==> config.mk <==
export PLATFORM = sky130hd
export DESIGN_NAME = video_timing_meter_flat
export DESIGN_NICKNAME = d
export VERILOG_FILES = /design/src/rtl/video_timing_meter_if.sv /design/src/rtl/video_timing_meter.sv /design/src/flat_wrapper.sv
export SDC_FILE = /design/constraint.sdc
export NUM_CORES = 1
export LEC_CHECK = 0
export ABC_AREA = 1
export BUFFER_PORTS_ARGS = -buffer_cell sky130_fd_sc_hd__buf_2
export CAP_MARGIN = 20
export CORE_AREA = 2 2 99 101
export CTS_CLUSTER_SIZE = 28
export DETAILED_ROUTE_END_ITERATION = 10
export DIE_AREA = 0 0 101 103
export HOLD_SLACK_MARGIN = 0.08
export MAX_ROUTING_LAYER = met4
export PLACE_DENSITY_LB_ADDON = 0.1
export SLEW_MARGIN = 40
export SYNTH_ARGS = -nofsm -noshare
export SYNTH_HDL_FRONTEND = slang
export SYNTH_SLANG_ARGS = --single-unit
==> constraint.sdc <==
create_clock -name clk -period 4.6 [get_ports clk]
set_input_delay 0.92 -clock clk [delete_from_list [all_inputs] [get_ports clk]]
set_output_delay 0.92 -clock clk [all_outputs]
set_load 0.1 [all_outputs]
==> src/rtl/video_timing_meter_if.sv <==
// Video timing meter bus: sync/colour inputs from the mixer, timing and pixel outputs.
interface video_timing_meter_if #(
  parameter int unsigned CNT_W = 12,
  parameter int unsigned COL_W = 2
);
  logic               hsync;
  logic               vsync;
  logic               hs_pol;
  logic               vs_pol;
  logic [COL_W-1:0]   red;
  logic [COL_W-1:0]   grn;
  logic [COL_W-1:0]   blu;
  logic [CNT_W-1:0]   hcount;
  logic [CNT_W-1:0]   vcount;
  logic [CNT_W-1:0]   hperiod;
  logic [CNT_W-1:0]   vperiod;
  logic               h_locked;
  logic               v_locked;
  logic               line_start;
  logic               frame_start;
  logic               pix_valid;
  logic [3*COL_W-1:0] pix_rgb;

  // Video source side: drives sync and colour, observes timing.
  modport master (
    output hsync, vsync, hs_pol, vs_pol, red, grn, blu,
    input  hcount, vcount, hperiod, vperiod, h_locked, v_locked,
           line_start, frame_start, pix_valid, pix_rgb
  );

  // Meter side.
  modport slave (
    input  hsync, vsync, hs_pol, vs_pol, red, grn, blu,
    output hcount, vcount, hperiod, vperiod, h_locked, v_locked,
           line_start, frame_start, pix_valid, pix_rgb
  );
endinterface

==> src/rtl/video_timing_meter.sv <==
// Video timing meter: measures h/v sync periods, declares lock after LOCK_N
// equal periods, and emits pixel coordinates plus an aligned colour stream.
module video_timing_meter #(
  parameter int unsigned CNT_W  = 12,
  parameter int unsigned COL_W  = 2,
  parameter int unsigned LOCK_N = 2
) (
  input  logic                 clk,
  input  logic                 rst_n,
  video_timing_meter_if.slave  vid
);

  localparam int unsigned MATCH_W = 4;
  localparam int unsigned RGB_W   = 3 * COL_W;
  localparam logic [CNT_W-1:0]   CNT_MAX   = {CNT_W{1'b1}};
  localparam logic [MATCH_W-1:0] MATCH_TOP = MATCH_W'(LOCK_N - 1);

  logic               hs1_q, hs1_d, hs2_q, hs2_d;
  logic               vs1_q, vs1_d, vs2_q, vs2_d;
  logic [CNT_W-1:0]   hcount_q, hcount_d;
  logic [CNT_W-1:0]   vcount_q, vcount_d;
  logic [CNT_W-1:0]   hlast_q, hlast_d;
  logic [CNT_W-1:0]   vlast_q, vlast_d;
  logic [CNT_W-1:0]   hperiod_q, hperiod_d;
  logic [CNT_W-1:0]   vperiod_q, vperiod_d;
  logic [MATCH_W-1:0] hmatch_q, hmatch_d;
  logic [MATCH_W-1:0] vmatch_q, vmatch_d;
  logic               h_locked_q, h_locked_d;
  logic               v_locked_q, v_locked_d;
  logic               line_start_q, line_start_d;
  logic               frame_start_q, frame_start_d;
  logic               vpend_q, vpend_d;
  logic [RGB_W-1:0]   rgb_dly_q, rgb_dly_d;
  logic [RGB_W-1:0]   pix_rgb_q, pix_rgb_d;

  logic               hedge_c, vedge_c;
  logic               hsat_c, vsat_c;
  logic [CNT_W-1:0]   hmeas_c, vmeas_c;

  // Active-edge detection on the two-stage sync history, polarity selectable.
  assign hedge_c = vid.hs_pol ? (hs1_q & ~hs2_q) : (~hs1_q & hs2_q);
  assign vedge_c = vid.vs_pol ? (vs1_q & ~vs2_q) : (~vs1_q & vs2_q);

  // Period candidates; a saturated counter yields an invalid (all-ones) measurement.
  assign hsat_c  = (hcount_q == CNT_MAX);
  assign vsat_c  = (vcount_q == CNT_MAX);
  assign hmeas_c = hsat_c ? CNT_MAX : hcount_q + CNT_W'(1);
  assign vmeas_c = vsat_c ? CNT_MAX : vcount_q + CNT_W'(1);

  // Next-state: counters, period matching, lock flags, pulses and colour delay.
  always_comb begin
    hs1_d         = vid.hsync;
    hs2_d         = hs1_q;
    vs1_d         = vid.vsync;
    vs2_d         = vs1_q;
    hcount_d      = hcount_q;
    vcount_d      = vcount_q;
    hlast_d       = hlast_q;
    vlast_d       = vlast_q;
    hperiod_d     = hperiod_q;
    vperiod_d     = vperiod_q;
    hmatch_d      = hmatch_q;
    vmatch_d      = vmatch_q;
    h_locked_d    = h_locked_q;
    v_locked_d    = v_locked_q;
    line_start_d  = 1'b0;
    frame_start_d = 1'b0;
    vpend_d       = vpend_q;
    rgb_dly_d     = {vid.red, vid.grn, vid.blu};
    pix_rgb_d     = rgb_dly_q;

    if (vedge_c) begin
      vpend_d = 1'b1;
    end

    if (hedge_c) begin
      hcount_d     = '0;
      line_start_d = 1'b1;
      if (!hsat_c && (hmeas_c == hlast_q)) begin
        if (hmatch_q != MATCH_TOP) begin
          hmatch_d = hmatch_q + MATCH_W'(1);
        end
        if (hmatch_d == MATCH_TOP) begin
          h_locked_d = 1'b1;
          hperiod_d  = hmeas_c;
        end
      end else begin
        hmatch_d   = '0;
        h_locked_d = 1'b0;
        hperiod_d  = '0;
      end
      hlast_d = hmeas_c;

      if (vpend_q || vedge_c) begin
        vcount_d      = '0;
        frame_start_d = 1'b1;
        vpend_d       = 1'b0;
        if (!vsat_c && (vmeas_c == vlast_q)) begin
          if (vmatch_q != MATCH_TOP) begin
            vmatch_d = vmatch_q + MATCH_W'(1);
          end
          if (vmatch_d == MATCH_TOP) begin
            v_locked_d = 1'b1;
            vperiod_d  = vmeas_c;
          end
        end else begin
          vmatch_d   = '0;
          v_locked_d = 1'b0;
          vperiod_d  = '0;
        end
        vlast_d = vmeas_c;
      end else begin
        if (!vsat_c) begin
          vcount_d = vcount_q + CNT_W'(1);
        end
        if (vcount_d == CNT_MAX) begin
          vmatch_d   = '0;
          v_locked_d = 1'b0;
          vperiod_d  = '0;
        end
      end
    end else begin
      if (!hsat_c) begin
        hcount_d = hcount_q + CNT_W'(1);
      end
      // Line timeout: sync has gone away long enough to saturate the counter.
      if (hcount_d == CNT_MAX) begin
        hmatch_d   = '0;
        h_locked_d = 1'b0;
        hperiod_d  = '0;
      end
    end
  end

  // State registers with asynchronous clear.
  always_ff @(posedge clk or negedge rst_n) begin
    if (!rst_n) begin
      hs1_q         <= 1'b0;
      hs2_q         <= 1'b0;
      vs1_q         <= 1'b0;
      vs2_q         <= 1'b0;
      hcount_q      <= '0;
      vcount_q      <= '0;
      hlast_q       <= '0;
      vlast_q       <= '0;
      hperiod_q     <= '0;
      vperiod_q     <= '0;
      hmatch_q      <= '0;
      vmatch_q      <= '0;
      h_locked_q    <= 1'b0;
      v_locked_q    <= 1'b0;
      line_start_q  <= 1'b0;
      frame_start_q <= 1'b0;
      vpend_q       <= 1'b0;
      rgb_dly_q     <= '0;
      pix_rgb_q     <= '0;
    end else begin
      hs1_q         <= hs1_d;
      hs2_q         <= hs2_d;
      vs1_q         <= vs1_d;
      vs2_q         <= vs2_d;
      hcount_q      <= hcount_d;
      vcount_q      <= vcount_d;
      hlast_q       <= hlast_d;
      vlast_q       <= vlast_d;
      hperiod_q     <= hperiod_d;
      vperiod_q     <= vperiod_d;
      hmatch_q      <= hmatch_d;
      vmatch_q      <= vmatch_d;
      h_locked_q    <= h_locked_d;
      v_locked_q    <= v_locked_d;
      line_start_q  <= line_start_d;
      frame_start_q <= frame_start_d;
      vpend_q       <= vpend_d;
      rgb_dly_q     <= rgb_dly_d;
      pix_rgb_q     <= pix_rgb_d;
    end
  end

  // Output mapping; pix_valid is the only combinational output.
  assign vid.hcount      = hcount_q;
  assign vid.vcount      = vcount_q;
  assign vid.hperiod     = hperiod_q;
  assign vid.vperiod     = vperiod_q;
  assign vid.h_locked    = h_locked_q;
  assign vid.v_locked    = v_locked_q;
  assign vid.line_start  = line_start_q;
  assign vid.frame_start = frame_start_q;
  assign vid.pix_rgb     = pix_rgb_q;
  assign vid.pix_valid   = h_locked_q & v_locked_q;

endmodule

==> src/flat_wrapper.sv <==
// flat-port wrapper written by rule: the top's interface ports become plain ports
module video_timing_meter_flat 
#(
  parameter int unsigned CNT_W  = 12,
  parameter int unsigned COL_W  = 2,
  parameter int unsigned LOCK_N = 2
)
  (clk, rst_n, vid_hsync, vid_vsync, vid_hs_pol, vid_vs_pol, vid_red, vid_grn, vid_blu, vid_hcount, vid_vcount, vid_hperiod, vid_vperiod, vid_h_locked, vid_v_locked, vid_line_start, vid_frame_start, vid_pix_valid, vid_pix_rgb);
  video_timing_meter_if #(.CNT_W(CNT_W), .COL_W(COL_W)) vid_i ();
  input  logic clk;
  input  logic rst_n;
  input wire logic [$bits(vid_i.hsync)-1:0] vid_hsync;
  input wire logic [$bits(vid_i.vsync)-1:0] vid_vsync;
  input wire logic [$bits(vid_i.hs_pol)-1:0] vid_hs_pol;
  input wire logic [$bits(vid_i.vs_pol)-1:0] vid_vs_pol;
  input wire logic [$bits(vid_i.red)-1:0] vid_red;
  input wire logic [$bits(vid_i.grn)-1:0] vid_grn;
  input wire logic [$bits(vid_i.blu)-1:0] vid_blu;
  output wire logic [$bits(vid_i.hcount)-1:0] vid_hcount;
  output wire logic [$bits(vid_i.vcount)-1:0] vid_vcount;
  output wire logic [$bits(vid_i.hperiod)-1:0] vid_hperiod;
  output wire logic [$bits(vid_i.vperiod)-1:0] vid_vperiod;
  output wire logic [$bits(vid_i.h_locked)-1:0] vid_h_locked;
  output wire logic [$bits(vid_i.v_locked)-1:0] vid_v_locked;
  output wire logic [$bits(vid_i.line_start)-1:0] vid_line_start;
  output wire logic [$bits(vid_i.frame_start)-1:0] vid_frame_start;
  output wire logic [$bits(vid_i.pix_valid)-1:0] vid_pix_valid;
  output wire logic [$bits(vid_i.pix_rgb)-1:0] vid_pix_rgb;
  assign vid_i.hsync = vid_hsync;
  assign vid_i.vsync = vid_vsync;
  assign vid_i.hs_pol = vid_hs_pol;
  assign vid_i.vs_pol = vid_vs_pol;
  assign vid_i.red = vid_red;
  assign vid_i.grn = vid_grn;
  assign vid_i.blu = vid_blu;
  assign vid_hcount = vid_i.hcount;
  assign vid_vcount = vid_i.vcount;
  assign vid_hperiod = vid_i.hperiod;
  assign vid_vperiod = vid_i.vperiod;
  assign vid_h_locked = vid_i.h_locked;
  assign vid_v_locked = vid_i.v_locked;
  assign vid_line_start = vid_i.line_start;
  assign vid_frame_start = vid_i.frame_start;
  assign vid_pix_valid = vid_i.pix_valid;
  assign vid_pix_rgb = vid_i.pix_rgb;
  video_timing_meter #(.CNT_W(CNT_W), .COL_W(COL_W), .LOCK_N(LOCK_N)) u_core (.clk(clk), .rst_n(rst_n), .vid(vid_i));
endmodule
### After elaboration in Yosys (flattened, before gate mapping)

Cells that the tools add are included.
Widths: inputs -> output; s select.

| operators by class | value |
|---|---|
| mux-type cells | 46 |
| $add $sub $neg | 4 |
| equal/unequal tests | 12 |
| bitwise operators | 9 |
| reduce and logical (&&, ||, !) cells | 11 |

Operators by type and width:

| kind | number |
|---|---|
| $mux 12 | 17 |
| $mux 4 | 13 |
| $eq 12x12->1 const B | 4 |
| $add 12x1->12 const B | 2 |
| $eq 12x12->1 | 2 |
| $mux 1 | 16 |
| $add 4x1->4 const B | 2 |
| $eq 4x1->1 const B | 2 |
| $ne 4x1->1 const B | 2 |
| $ne 3x3->1 const B | 2 |
| $reduce_and 2->1 | 3 |
| $and 1x1->1 | 5 |
| $not 1->1 | 4 |
| $reduce_bool 2->1 | 2 |
| $reduce_and 3->1 | 1 |
| $logic_and 1x1->1 | 2 |
| $logic_not 1->1 | 2 |
| $logic_or 1x1->1 | 1 |

| word-level totals | value |
|---|---|
| output and inout port bits | 59 |
| flip-flop bits (word level) | 101 |

### Logic depth before layout (Yosys ltp)

Gate-level depths: netlist (run 1).

| logic depth | value |
|---|---|
| depth in word-level cells | 11 |
| mapped depth | 18 |

### Worst setup path before layout (run 1)

No wires, ideal clock.

| timing path | value |
|---|---|
| path type | register -> register |
| from | reg u_core.hcount_q[1] (netlist: u_core.vid.hcount[1]) |
| to | reg u_core.hperiod_q[10] (netlist: u_core.vid.hperiod[10]) |
| required time | 4.532 ns |
| arrival time | 3.107 ns |
| slack | 1.425 ns |
| library setup time | 0.068 ns |
| cell stages (with the launch flop) | 19 |
| path through | dfrtp_1 ha_1 nand2_2 nor2_4 nand3_4 buf_2 ha_1 xor2_1 nand2_1 nor2_1 nand3_1 nor2_1 nand2_1 nor2_2 nand3_1 nand2_2 buf_6 nand2_1 nand2_1 |

| between the ends | value |
|---|---|
| word-level cells in the longest chain between the ends | 6 |

Ends and longest elaborated chain:

| what | RTL line | RTL |
|---|---|---|
| from (decl) | video_timing_meter.sv:20 | `logic [CNT_W-1:0] hcount_q, hcount_d;` |
| from (signal assigned) | video_timing_meter.sv:162 | `hcount_q <= hcount_d;` |
| $add 12x1->12 or $eq 12x12->1 (tied branches) | video_timing_meter.sv:47, video_timing_meter.sv:124, video_timing_meter.sv:45 |  |
| $mux 12, on equally long branches | video_timing_meter.sv:47, video_timing_meter.sv:123 |  |
| $eq 12x12->1 or $mux 12 (tied branches) | video_timing_meter.sv:79, video_timing_meter.sv:76 |  |
| $logic_and 1x1->1 or $eq 12x12->1 (tied branches) | video_timing_meter.sv:79, video_timing_meter.sv:127 |  |
| $ne 3x3->1 (no source line) (tied with other cells) | - |  |
| $reduce_and 2->1 (no source line) or $mux 12 (tied branches) | - |  |
| to (signal assigned) | video_timing_meter.sv:166 | `hperiod_q <= hperiod_d;` |
| to (decl) | video_timing_meter.sv:24 | `logic [CNT_W-1:0] hperiod_q, hperiod_d;` |

Parallel ways exist; a longest one is shown, timed or not. The select of a mux whose other input is x is not followed.
A chain may end at the register's enable or synchronous reset.

### Final worst setup path (run 1)

| timing path | value |
|---|---|
| from | reg u_core.vcount_q[0] (netlist: u_core.vid.vcount[0]) |
| to | reg u_core.vmatch_q[1] |

| between the ends | value |
|---|---|
| word-level cells in the longest chain between the ends | 7 |

Ends and longest elaborated chain:

| what | RTL line | RTL |
|---|---|---|
| from (decl) | video_timing_meter.sv:21 | `logic [CNT_W-1:0] vcount_q, vcount_d;` |
| from (signal assigned) | video_timing_meter.sv:163 | `vcount_q <= vcount_d;` |
| $add 12x1->12 or $eq 12x12->1 (tied branches) | video_timing_meter.sv:48, video_timing_meter.sv:114, video_timing_meter.sv:46 |  |
| $mux 12 | video_timing_meter.sv:113 | `if (!vsat_c) begin` |
| $mux 12 | video_timing_meter.sv:94 | `if (vpend_q \|\| vedge_c) begin` |
| $mux 12 | video_timing_meter.sv:76 | `if (hedge_c) begin` |
| $eq 12x12->1 | video_timing_meter.sv:116 | `if (vcount_d == CNT_MAX) begin` |
| $reduce_bool 2->1 (no source line) | - |  |
| $reduce_and 2->1 (no source line) | - |  |
| to (signal assigned) | video_timing_meter.sv:169 | `vmatch_q <= vmatch_d;` |
| to (decl) | video_timing_meter.sv:27 | `logic [MATCH_W-1:0] vmatch_q, vmatch_d;` |

Parallel ways exist; a longest one is shown, timed or not. The select of a mux whose other input is x is not followed.

==> results of run 1 <==
worst max path at each step:
stage	from	cells after the start	slack (ns)	endpoint
2_1_floorplan	u_core.vid.hcount[1]$_DFF_PN0_	18	1.43	u_core.vid.hperiod[10]$_DFFE_PN0P_
3_3_place_gp	vid_hs_pol	15	1.68	u_core.vid.hperiod[9]$_DFFE_PN0P_
3_5_place_dp	vid_hs_pol	15	1.58	u_core.vid.hperiod[1]$_DFFE_PN0P_
4_1_cts	u_core.vid.vcount[0]$_DFFE_PN0P_	14	1.60	u_core.vmatch_q[1]$_DFFE_PN0P_
5_1_grt	u_core.vid.vcount[0]$_DFFE_PN0P_	14	1.26	u_core.vmatch_q[1]$_DFFE_PN0P_
6_report	u_core.vid.vcount[0]$_DFFE_PN0P_	14	1.59	u_core.vmatch_q[1]$_DFFE_PN0P_
cells by family after synthesis:
kind of cell | after synthesis | share of synthesized area, %
compound gates | 58 | 5.757
xor+xnor | 10 | 1.606
fa+ha+maj | 8 | 1.835
buf+inv | 110 | 8.761
flops | 101 | 46.33
simple gates | 405 | 35.71
power groups by stage:
stage               Combinational [mW]  Sequential (mW)  Clock, mW
floorplan                        0.559             1.32          0
global placement                 0.999             1.06          0
detailed placement                1.02             1.06          0
CTS                               1.02             1.05      0.551
global route                      1.11             1.06      0.582
finish                            1.02             1.05      0.540
worst max-delay path: cells and delay by family, from the launching register on:
| kind | cells | cell delay (ns) |
|---|---|---|
| simple gates | 9 | 1.37 |
| xor+xnor | 1 | 0.17 |
| compound gates | 2 | 0.25 |
| fa+ha+maj | 2 | 0.65 |
| flops | 1 | 0.46 |
flip-flops by register name (all words and copies together), names as in the netlist, 4 cells and up:
name                count
u_core.vmatch_q         4
u_core.vid.vcount      12
u_core.vid.vperiod     12
u_core.vid.pix_rgb      6
u_core.vid.hcount      12
u_core.vid.hperiod     12
u_core.vlast_q         12
u_core.hmatch_q         4
u_core.pix_rgb_d        6
u_core.hlast_q         12
area by class of cell:
| cell class | count | area (sq um) |
|---|---|---|
| clock buffers | 9 | 123.9 |
| multi-input cells | 481 | 2456 |
| flip-flops and latches | 101 | 2527 |
| clock inverters | 7 | 58.81 |
| well taps | 114 | 142.6 |
| inverters | 88 | 330.3 |
| repair buffers | 73 | 379.1 |
| fillers | 857 | 3441 |
metrics by stage:
stage	hold WS (ns)	setup slack, ns
5_1_grt	0.3533	1.256
2_1_floorplan	0.3312	1.425
3_5_place_dp	0.3370	1.582
3_3_place_gp	0.3317	1.678
4_1_cts	0.3540	1.604
6_report	0.3507	1.586
routing by layer:
| layer | track usage, % | wire length, um |
|---|---|---|
| met1 | 30.51 | 5317 |
| met2 | 44.92 | 6366 |
| met3 | 2.644 | 385 |
| met4 | 11.85 | 359 |
| met5 | - | 0 |
cells in the mapped netlist:
| cell | count | area, sq um |
|---|---|---|
| dfrtp_1 | 101 | 2527 |
| a21oi_1 | 8 | 40.04 |
| nor4_1 | 1 | 6.260 |
| o21bai_1 | 1 | 7.510 |
| o22ai_1 | 12 | 75.07 |
| o21ai_1 | 4 | 20.02 |
| buf_6 | 6 | 67.56 |
| nand4_1 | 42 | 262.8 |
| nor2_1 | 45 | 168.9 |
| ha_1 | 8 | 100.1 |
| nand3_1 | 51 | 255.2 |
| nand2_4 | 1 | 11.26 |
| o21ai_0 | 31 | 155.2 |
| nand3b_1 | 5 | 37.54 |
| clkbuf_1 | 7 | 26.28 |
| xor2_1 | 8 | 70.07 |
| xnor2_1 | 2 | 17.52 |
| buf_2 | 4 | 20.02 |
| nor2_4 | 10 | 112.6 |
| inv_1 | 84 | 315.3 |
| nand3_4 | 3 | 52.55 |
| nor2_2 | 5 | 31.28 |
| nand3_2 | 11 | 110.1 |
| nand2_1 | 219 | 822.0 |
| buf_4 | 4 | 30.03 |
| buf_1 | 1 | 3.750 |
| or2_2 | 1 | 6.260 |
| inv_2 | 2 | 7.510 |
| and3b_1 | 1 | 8.760 |
| clkinv_1 | 2 | 7.510 |
| o211ai_1 | 1 | 7.510 |
| o21ai_2 | 1 | 8.760 |
| nand2_2 | 10 | 62.56 |
==> impl_metrics.json, run 1 <==
{
  "routed_wl_um": 12430,
  "dp_hpwl_um": 9091,
  "syn_area_per_cell_sq_um": 7.883,
  "crit_chain": "ha_1, nand2_2, nor2_4, nand3_4, ha_1, xor2_1, nand3_1, a21oi_1, nand2_1, nor2_1, nand2_1, nor2_4, nand3_1, o21ai_0",
  "ir_drop_mv": 0.3608,
  "clock_sink_count": 101,
  "port_buffers": 70,
  "max_stage_delay_ns": 0.46,
  "clkPwrFrac_pct": 20.7,
  "yosys_register_bits": 101,
  "p_sw_mw": 1.187,
  "finalInstanceArea_sq_um": 6018,
  "crit_required_ns": 4.88,
  "finClkSkew_ns": 0.009343,
  "rows": 36,
  "power_density_nw_per_um2": 433.2,
  "initial_utilization_pct": 57.67,
  "ys.warnings.count": 0,
  "hold_viol": 0,
  "cts.repair.resized": 0,
  "dieArea_sq_um": 10400,
  "fp.dieH_um": 103,
  "status": "finished, final reports clean",
  "routed_wire_length_per_instance_um": 14.24,
  "synth_nets": 712,
  "rr_startpoint": "u_core.vid.vcount[0]$_DFFE_PN0P_",
  "utilization_pct": 63.62,
  "final_antenna_net_count": 0,
  "clockBufferDepth": 2,
  "period_minus_slack_ns": 3.014,
  "post_cts_buffers": 0,
  "syn-instance-count": 692,
  "fin_total_pwr_mw": 2.607,
  "root_buffer": "clkbuf_8",
  "grt_max_degree": 68,
  "overflow": 0,
  "final_cells": 873,
  "dp_cells": 857,
  "power_leakage_nw": 3.181,
  "post_dp_cell_area_sq_um": 5836,
  "vias": 4731,
  "min_from": "u_core.pix_rgb_d[2]$_DFF_PN0_",
  "cts_max_level": 3,
  "p_int_mw": 1.420,
  "slew_headroom_pct": 57.52,
  "worst_pin_slew_ns": 0.6372,
  "grt_pass1_vias": 4397,
  "worstSetupPathType": "reg2reg",
  "cp-end-kind": "flip-flop",
  "num_antenna_cells": 0,
  "ff2ff_path_depth": 14,
  "synth-seq-area-share_pct": 46.33,
  "final_common_cell": "nand2_1",
  "critPathLaunchType": "flip-flop",
  "hold_depth": 0,
  "core_area_sq_um": 9459,
  "remaining_drc_errors": 0,
  "rsz0062_at_grt": "false",
  "crit_fanout": 24,
  "gp_congestion": 0.9660,
  "layout_common_cells": "219 x nand2_1, 101 x dfrtp_1, 84 x inv_1, 69 x buf_2, 51 x nand3_1",
  "setup_viol": 0,
  "hold_buffers": 0,
  "syn_area_sq_um": 5455,
  "io_pins": 71,
  "cts.clk_slew.worst_paths_ns": 0.10,
  "finalNetCount": 774,
  "grt.total_usage_pct": 25.86,
  "fmax_mhz": 331.7,
  "cp.arrival_ns": 3.30,
  "finalSetupTns_ns": 0,
  "maxCapViolCount": 0,
  "r2r_setup_slack_ns": 1.59,
  "antenna_found_initial": 0,
  "cts_buffers": 9,
  "cts_tree": "built",
  "slowest_stage": "dfrtp_1",
  "swShare_pct": 45.54,
  "sequentialPowerShare_pct": 40.1,
  "via_per_inst": 5.419,
  "clk-insertion-delay-late_ns": 0.38,
  "hold_path_class": "reg2reg",
  "synth.distinct_cells": 33,
  "fin_crit_sh_pct": 65.53,
  "synthToLayoutAreaGrowth_pct": 10.32,
  "hold_end": "u_core.vid.pix_rgb[2]$_DFF_PN0_",
  "grt_first_pass_wirelength_um": 20400,
  "p_comb_share_pct": 39.2,
  "dr.pass1.iters": 5,
  "die_w_um": 101,
  "drive_above_1_share_pct": 17.65,
  "r2r-end": "u_core.vmatch_q[1]$_DFFE_PN0P_",
  "drt_iter0_drc": 218,
  "slew_violations": 0
}
No activity file was read; power rests on OpenSTA's default activity.
==> inputs of run 2 (changes only) <==
--- a/config.mk
+++ b/config.mk
@@ -8,10 +8,10 @@
 export ABC_AREA = 1
 export BUFFER_PORTS_ARGS = -buffer_cell sky130_fd_sc_hd__buf_2
 export CAP_MARGIN = 20
-export CORE_AREA = 2 2 99 101
+export CORE_AREA = 2 2 100 102
 export CTS_CLUSTER_SIZE = 28
 export DETAILED_ROUTE_END_ITERATION = 10
-export DIE_AREA = 0 0 101 103
+export DIE_AREA = 0 0 102 104
 export HOLD_SLACK_MARGIN = 0.08
 export MAX_ROUTING_LAYER = met4
 export PLACE_DENSITY_LB_ADDON = 0.1
==> constraint.sdc (replaced) <==
create_clock -name clk -period 3 [get_ports clk]
set_input_delay 0.6 -clock clk [delete_from_list [all_inputs] [get_ports clk]]
set_output_delay 0.6 -clock clk [all_outputs]
set_load 0.1 [all_outputs]
==> run 2 against run 1 <==
Against the previous run:
- critical path depth is the same
- total power grew 58%
- clock power grew 72%
- flip-flop and latch count is the same
- non-clock buffer count increased by 7
- via count up 1.8%
- sequential power up 53%
- wire length up 4.4%
- highest routed layer unchanged
==> impl_metrics.json, run 2 (same netlist as run 1, synthesis figures left out) <==
{
  "cts.clk_slew.worst_paths_ns": 0.11,
  "met3WireLength_um": 556,
  "final_antenna_net_count": 0,
  "hold_buffers": 0,
  "io_pins": 71,
  "p_comb_share_pct": 38.3,
  "fin_crit_sh_pct": 89.74,
  "vias": 4815,
  "grt.total_usage_pct": 26.63,
  "routed_wire_length_per_instance_um": 14.43,
  "dp_cells": 883,
  "cts_buffers": 9,
  "dr.max_layer_used": "met4",
  "port_buffers": 70,
  "cts_tree": "built",
  "cp.arrival_ns": 3.01,
  "swShare_pct": 44.50,
  "die_w_um": 102,
  "cp-end-kind": "flip-flop",
  "status": "finished, final reports clean",
  "core_area_sq_um": 9549,
  "ff2ff_path_depth": 14,
  "num_antenna_cells": 0,
  "slew_violations": 0,
  "fp.dieH_um": 104,
  "initial_utilization_pct": 57.13,
  "wirelength_met1_um": 5270,
  "r2r_setup_slack_ns": 0.31,
  "overflow": 0,
  "cpMostUsedCell": "nand2_1",
  "power_density_nw_per_um2": 669.8,
  "routed_wl_um": 12970,
  "synthToLayoutAreaGrowth_pct": 12.52,
  "clockBufferDepth": 2,
  "clock_sink_count": 101,
  "antenna_found_initial": 0,
  "crit_fanout": 17,
  "cts.repair.resized": 0,
  "gp_congestion": 0.9125,
  "layout_common_cells": "219 x nand2_1, 96 x dfrtp_1, 84 x inv_1, 69 x buf_2, 51 x nand3_1",
  "root_buffer": "clkbuf_8",
  "critPathLaunchType": "flip-flop",
  "fmax_mhz": 371.5,
  "clkPwrFrac_pct": 22.6,
  "dr.pass1.iters": 5,
  "crit_required_ns": 3.32,
  "dp_hpwl_um": 9771,
  "crit_chain": "ha_1, nand2_2, nor2_4, nand3_4, ha_1, xor2_1, nand3_1, a21oi_1, nand2_1, nor2_1, nand2_1, nor2_4, nand4_1, nand2_1",
  "path_depth": 14,
  "cts_max_level": 3,
  "sequentialPowerShare_pct": 39.1,
  "grt_pass1_vias": 4682,
  "fin_total_pwr_mw": 4.111,
  "rsz0062_at_grt": "false",
  "slowest_stage": "dfrtp_2",
  "power_leakage_nw": 3.226,
  "max_stage_delay_ns": 0.42,
  "worst_pin_slew_ns": 0.6180,
  "crit_buf_inv": 0,
  "rr_startpoint": "u_core.vid.vcount[0]$_DFFE_PN0P_",
  "p_int_mw": 2.282,
  "drt_iter0_drc": 220,
  "post_cts_buffers": 0,
  "hold_viol": 0,
  "worstSetupPathType": "reg2reg",
  "wl_met2_um": 6645,
  "finalSetupTns_ns": 0,
  "r2r-end": "u_core.vid.vperiod[9]$_DFFE_PN0P_",
  "drive_above_1_share_pct": 19.06,
  "dieArea_sq_um": 10610,
  "period_minus_slack_ns": 2.692,
  "grt_first_pass_wirelength_um": 21650,
  "remaining_drc_errors": 0,
  "final_cells": 899,
  "clk-insertion-delay-late_ns": 0.38,
  "hold_path_class": "in2async",
  "final_common_cell": "nand2_1",
  "path_delay_family": "simple AND/OR/NAND/NOR gates",
  "p_sw_mw": 1.829,
  "finClkSkew_ns": 0.01168,
  "setup_viol": 0,
  "maxCapViolCount": 0,
  "grt_max_degree": 47,
  "finalNetCount": 781,
  "via_per_inst": 5.356,
  "rows": 36,
  "slew_headroom_pct": 58.80,
  "ir_drop_mv": 0.4921
}
## run 2: power groups by stage
stage	logic (mW)	registers [mW]	clock network, mW
floorplan	0.856	2.03	0
global placement	1.54	1.63	0
detailed placement	1.57	1.63	0
CTS	1.57	1.61	0.959
global route	1.73	1.63	1.01
finish	1.58	1.61	0.929
## run 2: layout make-up
type                    instances  area (sq um)
well taps                     133         166.4
flip-flops and latches        101          2534
clock inverters                 7         87.58
multi-input cells             481          2456
fillers                       904          3411
clock buffers                   9         123.9
inverters                      88         330.3
repair buffers                 80         440.4
## run 2: stage by stage
stage | util [%] | setup slack [ns] | hold slack (ns) | area [sq um]
after floorplan | - | 0.02804 | 0.3044 | 5461
after global placement | 62.07 | 0.4178 | 0.3316 | 5927
after detailed placement | 62.07 | 0.3614 | 0.3379 | 5927
after CTS | 64.28 | 0.3314 | 0.2341 | 6138
after global routing | 64.28 | 0.01016 | 0.2562 | 6138
final | 64.28 | 0.3079 | 0.2230 | 6138
## run 2: worst register-to-register path: cells and delay by family, from the launching register on
family	cells	cell delay, ns
DFF	1	0.42
and+or+nand+nor	10	1.40
adders and majority gates	2	0.54
AOI/OAI and AO/OA	1	0.14
xor gates and xnor gates	1	0.16
## run 2: routing by layer
layer	track usage, %	up-vias
li1	-	2368
met1	31.31	2288
met2	44.64	127
met3	3.360	32
met4	13.05	0
met5	-	-
## run 2: how the worst max path moves through the flow
stage	start	endpoint	slack, ns
after floorplan	u_core.vid.hcount[6]$_DFF_PN0_	u_core.vid.hperiod[10]$_DFFE_PN0P_	0.03
after global placement	u_core.vid.hcount[0]$_DFF_PN0_	u_core.vid.hperiod[7]$_DFFE_PN0P_	0.42
after detailed placement	u_core.vid.hcount[0]$_DFF_PN0_	u_core.vid.hperiod[1]$_DFFE_PN0P_	0.36
after CTS	u_core.vid.hcount[0]$_DFF_PN0_	u_core.vid.hperiod[1]$_DFFE_PN0P_	0.33
after global routing	u_core.vid.vcount[0]$_DFFE_PN0P_	u_core.vid.vperiod[10]$_DFFE_PN0P_	0.01
final	u_core.vid.vcount[0]$_DFFE_PN0P_	u_core.vid.vperiod[9]$_DFFE_PN0P_	0.31
==> inputs of run 3 (changes only) <==
--- a/config.mk
+++ b/config.mk
@@ -5,16 +5,16 @@
 export SDC_FILE = /design/constraint.sdc
 export NUM_CORES = 1
 export LEC_CHECK = 0
-export ABC_AREA = 1
 export BUFFER_PORTS_ARGS = -buffer_cell sky130_fd_sc_hd__buf_2
 export CAP_MARGIN = 20
-export CORE_AREA = 2 2 100 102
+export CORE_AREA = 2 2 102 104
 export CTS_CLUSTER_SIZE = 28
 export DETAILED_ROUTE_END_ITERATION = 10
-export DIE_AREA = 0 0 102 104
+export DIE_AREA = 0 0 104 106
 export HOLD_SLACK_MARGIN = 0.08
 export MAX_ROUTING_LAYER = met4
 export PLACE_DENSITY_LB_ADDON = 0.1
+export SKIP_LAST_GASP = 1
 export SLEW_MARGIN = 40
 export SYNTH_ARGS = -nofsm -noshare
 export SYNTH_HDL_FRONTEND = slang
==> run 3 against run 2 <==
Against the previous run:
- synthesized cell count down 17%
- clock skew down 0.0037 ns
- maximum frequency down 6.9%
- non-clock buffer count up 24
- cell count down 11%
- utilization up 3.0 points
==> impl_metrics.json, run 3 <==
{
  "p_sw_mw": 1.681,
  "grt_pass1_vias": 4738,
  "grt.total_usage_pct": 28.06,
  "fp.dieH_um": 106,
  "finalInstanceArea_sq_um": 6728,
  "synthToLayoutAreaGrowth_pct": 18.70,
  "final_antenna_net_count": 0,
  "cts_buffers": 9,
  "max_stage_delay_ns": 0.54,
  "yosys_register_bits": 101,
  "syn-instance-count": 575,
  "crit_fanout": 9,
  "synth-seq-area-share_pct": 44.59,
  "finalNetCount": 681,
  "hold_viol": 0,
  "syn_area_per_cell_sq_um": 9.857,
  "fin_crit_sh_pct": 96.37,
  "period_minus_slack_ns": 2.891,
  "port_buffers": 70,
  "seq_area_sq_um": 2608,
  "cp-end-kind": "flip-flop",
  "die_w_um": 104,
  "synthFlopType": "dfrtp_1",
  "cts.clk_slew.worst_paths_ns": 0.10,
  "remaining_drc_errors": 0,
  "dr.pass1.iters": 4,
  "via_per_inst": 6.108,
  "power_density_nw_per_um2": 597.6,
  "dieArea_sq_um": 11020,
  "worstSetupPathType": "reg2reg",
  "swShare_pct": 41.80,
  "core_area_sq_um": 10000,
  "utilization_pct": 67.28,
  "clk-insertion-delay-late_ns": 0.38,
  "cts_tree": "built",
  "syn_area_sq_um": 5668,
  "slew_violations": 0,
  "crit_required_ns": 3.32,
  "hold_buffers": 0,
  "drive_above_1_share_pct": 29.73,
  "drt_iter0_drc": 311,
  "synth_top_cell_by_area": "dfrtp_1",
  "p_comb_share_pct": 36.1,
  "synth_nets": 595,
  "synth_async_sr_flop_share_pct": 100.0,
  "yosys-top-cells-area": "dfrtp_1 45%, o21ai_0 3.9%, nand2_1 3.6%, nor2_1 2.3%, inv_1 2.2%",
  "fmax_mhz": 345.9,
  "r2r_setup_slack_ns": 0.11,
  "cp.arrival_ns": 3.21,
  "finClkSkew_ns": 0.008012,
  "initial_utilization_pct": 56.68,
  "fill_cells": 822,
  "antenna_found_initial": 0,
  "clockBufferDepth": 2,
  "clock_sink_count": 101,
  "slowest_stage": "dfrtp_4",
  "rows": 37,
  "maxCapViolCount": 0,
  "grt_first_pass_wirelength_um": 23860,
  "num_antenna_cells": 0,
  "ys.warnings.count": 0,
  "p_int_mw": 2.340,
  "sequentialPowerShare_pct": 41.5,
  "clkPwrFrac_pct": 22.5,
  "gp_congestion": 0.9519,
  "cts_max_level": 3,
  "critPathLaunchType": "flip-flop",
  "layout_common_cells": "77 x dfrtp_1, 69 x buf_2, 53 x nand2_1, 41 x o21ai_0, 35 x nor2_1",
  "io_pins": 71,
  "fin_total_pwr_mw": 4.021,
  "path_delay_family": "simple AND/OR/NAND/NOR gates",
  "vias": 4899,
  "routed_wire_length_per_instance_um": 18.32,
  "status": "finished, final reports clean",
  "dp_cells": 777,
  "synth.distinct_cells": 87,
  "crit_buf_inv": 1,
  "hold_path_class": "in2async",
  "ir_drop_mv": 0.4355,
  "dp_hpwl_um": 10460,
  "worst_pin_slew_ns": 0.6959,
  "grt_max_degree": 53,
  "setup_viol": 0,
  "slew_headroom_pct": 53.61,
  "finalSetupTns_ns": 0,
  "yosysMostFrequentCell": "dfrtp_1",
  "overflow": 0,
  "final_common_cell": "dfrtp_1",
  "yosys-top-cells-count": "101 x dfrtp_1, 54 x nand2_1, 44 x o21ai_0",
  "synth-edff-count": 0,
  "multi_input_area_sq_um": 2994,
  "crit_chain": "and3_1, a211oi_2, o21bai_1, o2111ai_1, or4_1, nor4_4, buf_4, a32o_1",
  "yosysTopAreaCellShare_pct": 44.59,
  "routed_wl_um": 14690,
  "final_cells": 802,
  "power_leakage_nw": 3.122,
  "post_dp_cell_area_sq_um": 6392,
  "root_buffer": "clkbuf_8"
}
-- run 3: worst register-to-register path, stage by stage, from the launching register on --
cell	delay, ns
dfrtp_4	0.54
and3_1	0.33
a211oi_2	0.35
o21bai_1	0.33
o2111ai_1	0.17
or4_1	0.47
nor4_4	0.26
buf_4	0.20
a32o_1	0.18
-- run 3: per-stage QoR --
step | hold slack, ns | setup WS, ns
floorplan | 0.3044 | -0.07744
global placement | 0.3319 | 0.1002
detailed placement | 0.3356 | 0.1073
CTS | 0.2577 | 0.07500
global route | 0.2689 | -0.006987
finish | 0.2550 | 0.1088
-- run 3: timing repair --
item	in CTS	in global routing
resized for setup	0	15
setup endpoints to repair	0	33
setup buffers	0	8
hold endpoints to repair	0	0
-- run 3: cell type report --
type	count	share of cell area, %
well taps	136	2.529
clock buffers	9	1.841
flip-flops and latches	101	38.76
clock inverters	7	1.246
multi-input cells	411	44.50
inverters	34	1.897
repair buffers	104	9.224
-- run 3: kinds of logic after synthesis --
group	count (synthesis)	synth area share, %
buf+inv	64	5.320
xor+xnor	22	3.797
compound gates	157	19.82
flops	101	44.59
mux	10	2.053
fa+ha+maj	8	1.766
simple gates	213	22.65
-- run 3: power groups by stage --
stage	Clock, mW	Combinational [mW]	Sequential, mW
after floorplan	0	0.687	2.06
after global routing	0.992	1.54	1.68
after detailed placement	0	1.37	1.70
after CTS	0.928	1.37	1.67
final	0.903	1.45	1.67
after global placement	0	1.36	1.69
-- run 3: final timing paths --
| kind | from | endpoint | cells past startpoint |
|---|---|---|---|
| min | rst_n | u_core.vid.line_start$_DFF_PN0_ | 1 |
| min reg2reg | u_core.pix_rgb_d[3]$_DFF_PN0_ | u_core.vid.pix_rgb[3]$_DFF_PN0_ | 0 |
| max in group asynchronous | rst_n | u_core.vid.hcount[3]$_DFF_PN0_ | 2 |
| max reg2reg | u_core.vid.vcount[8]$_DFFE_PN0P_ | u_core.vid.vperiod[10]$_DFFE_PN0P_ | 8 |
| max | u_core.vid.vcount[8]$_DFFE_PN0P_ | u_core.vid.vperiod[10]$_DFFE_PN0P_ | 8 |
| min in group clk | vid_grn[0] | u_core.pix_rgb_d[2]$_DFF_PN0_ | 1 |
-- run 3: per-layer routing --
| metal | global-route usage (%) | share of wire, % | vias to the layer above | wire length (um) |
|---|---|---|---|---|
| met5 | - | 0 | - | 0 |
| met4 | 12.07 | 2.9 | 0 | 429 |
| met3 | 6.009 | 5.2 | 30 | 769 |
| met2 | 45.86 | 50 | 155 | 7284 |
| met1 | 33.99 | 42 | 2413 | 6207 |
| li1 | - | - | 2301 | - |
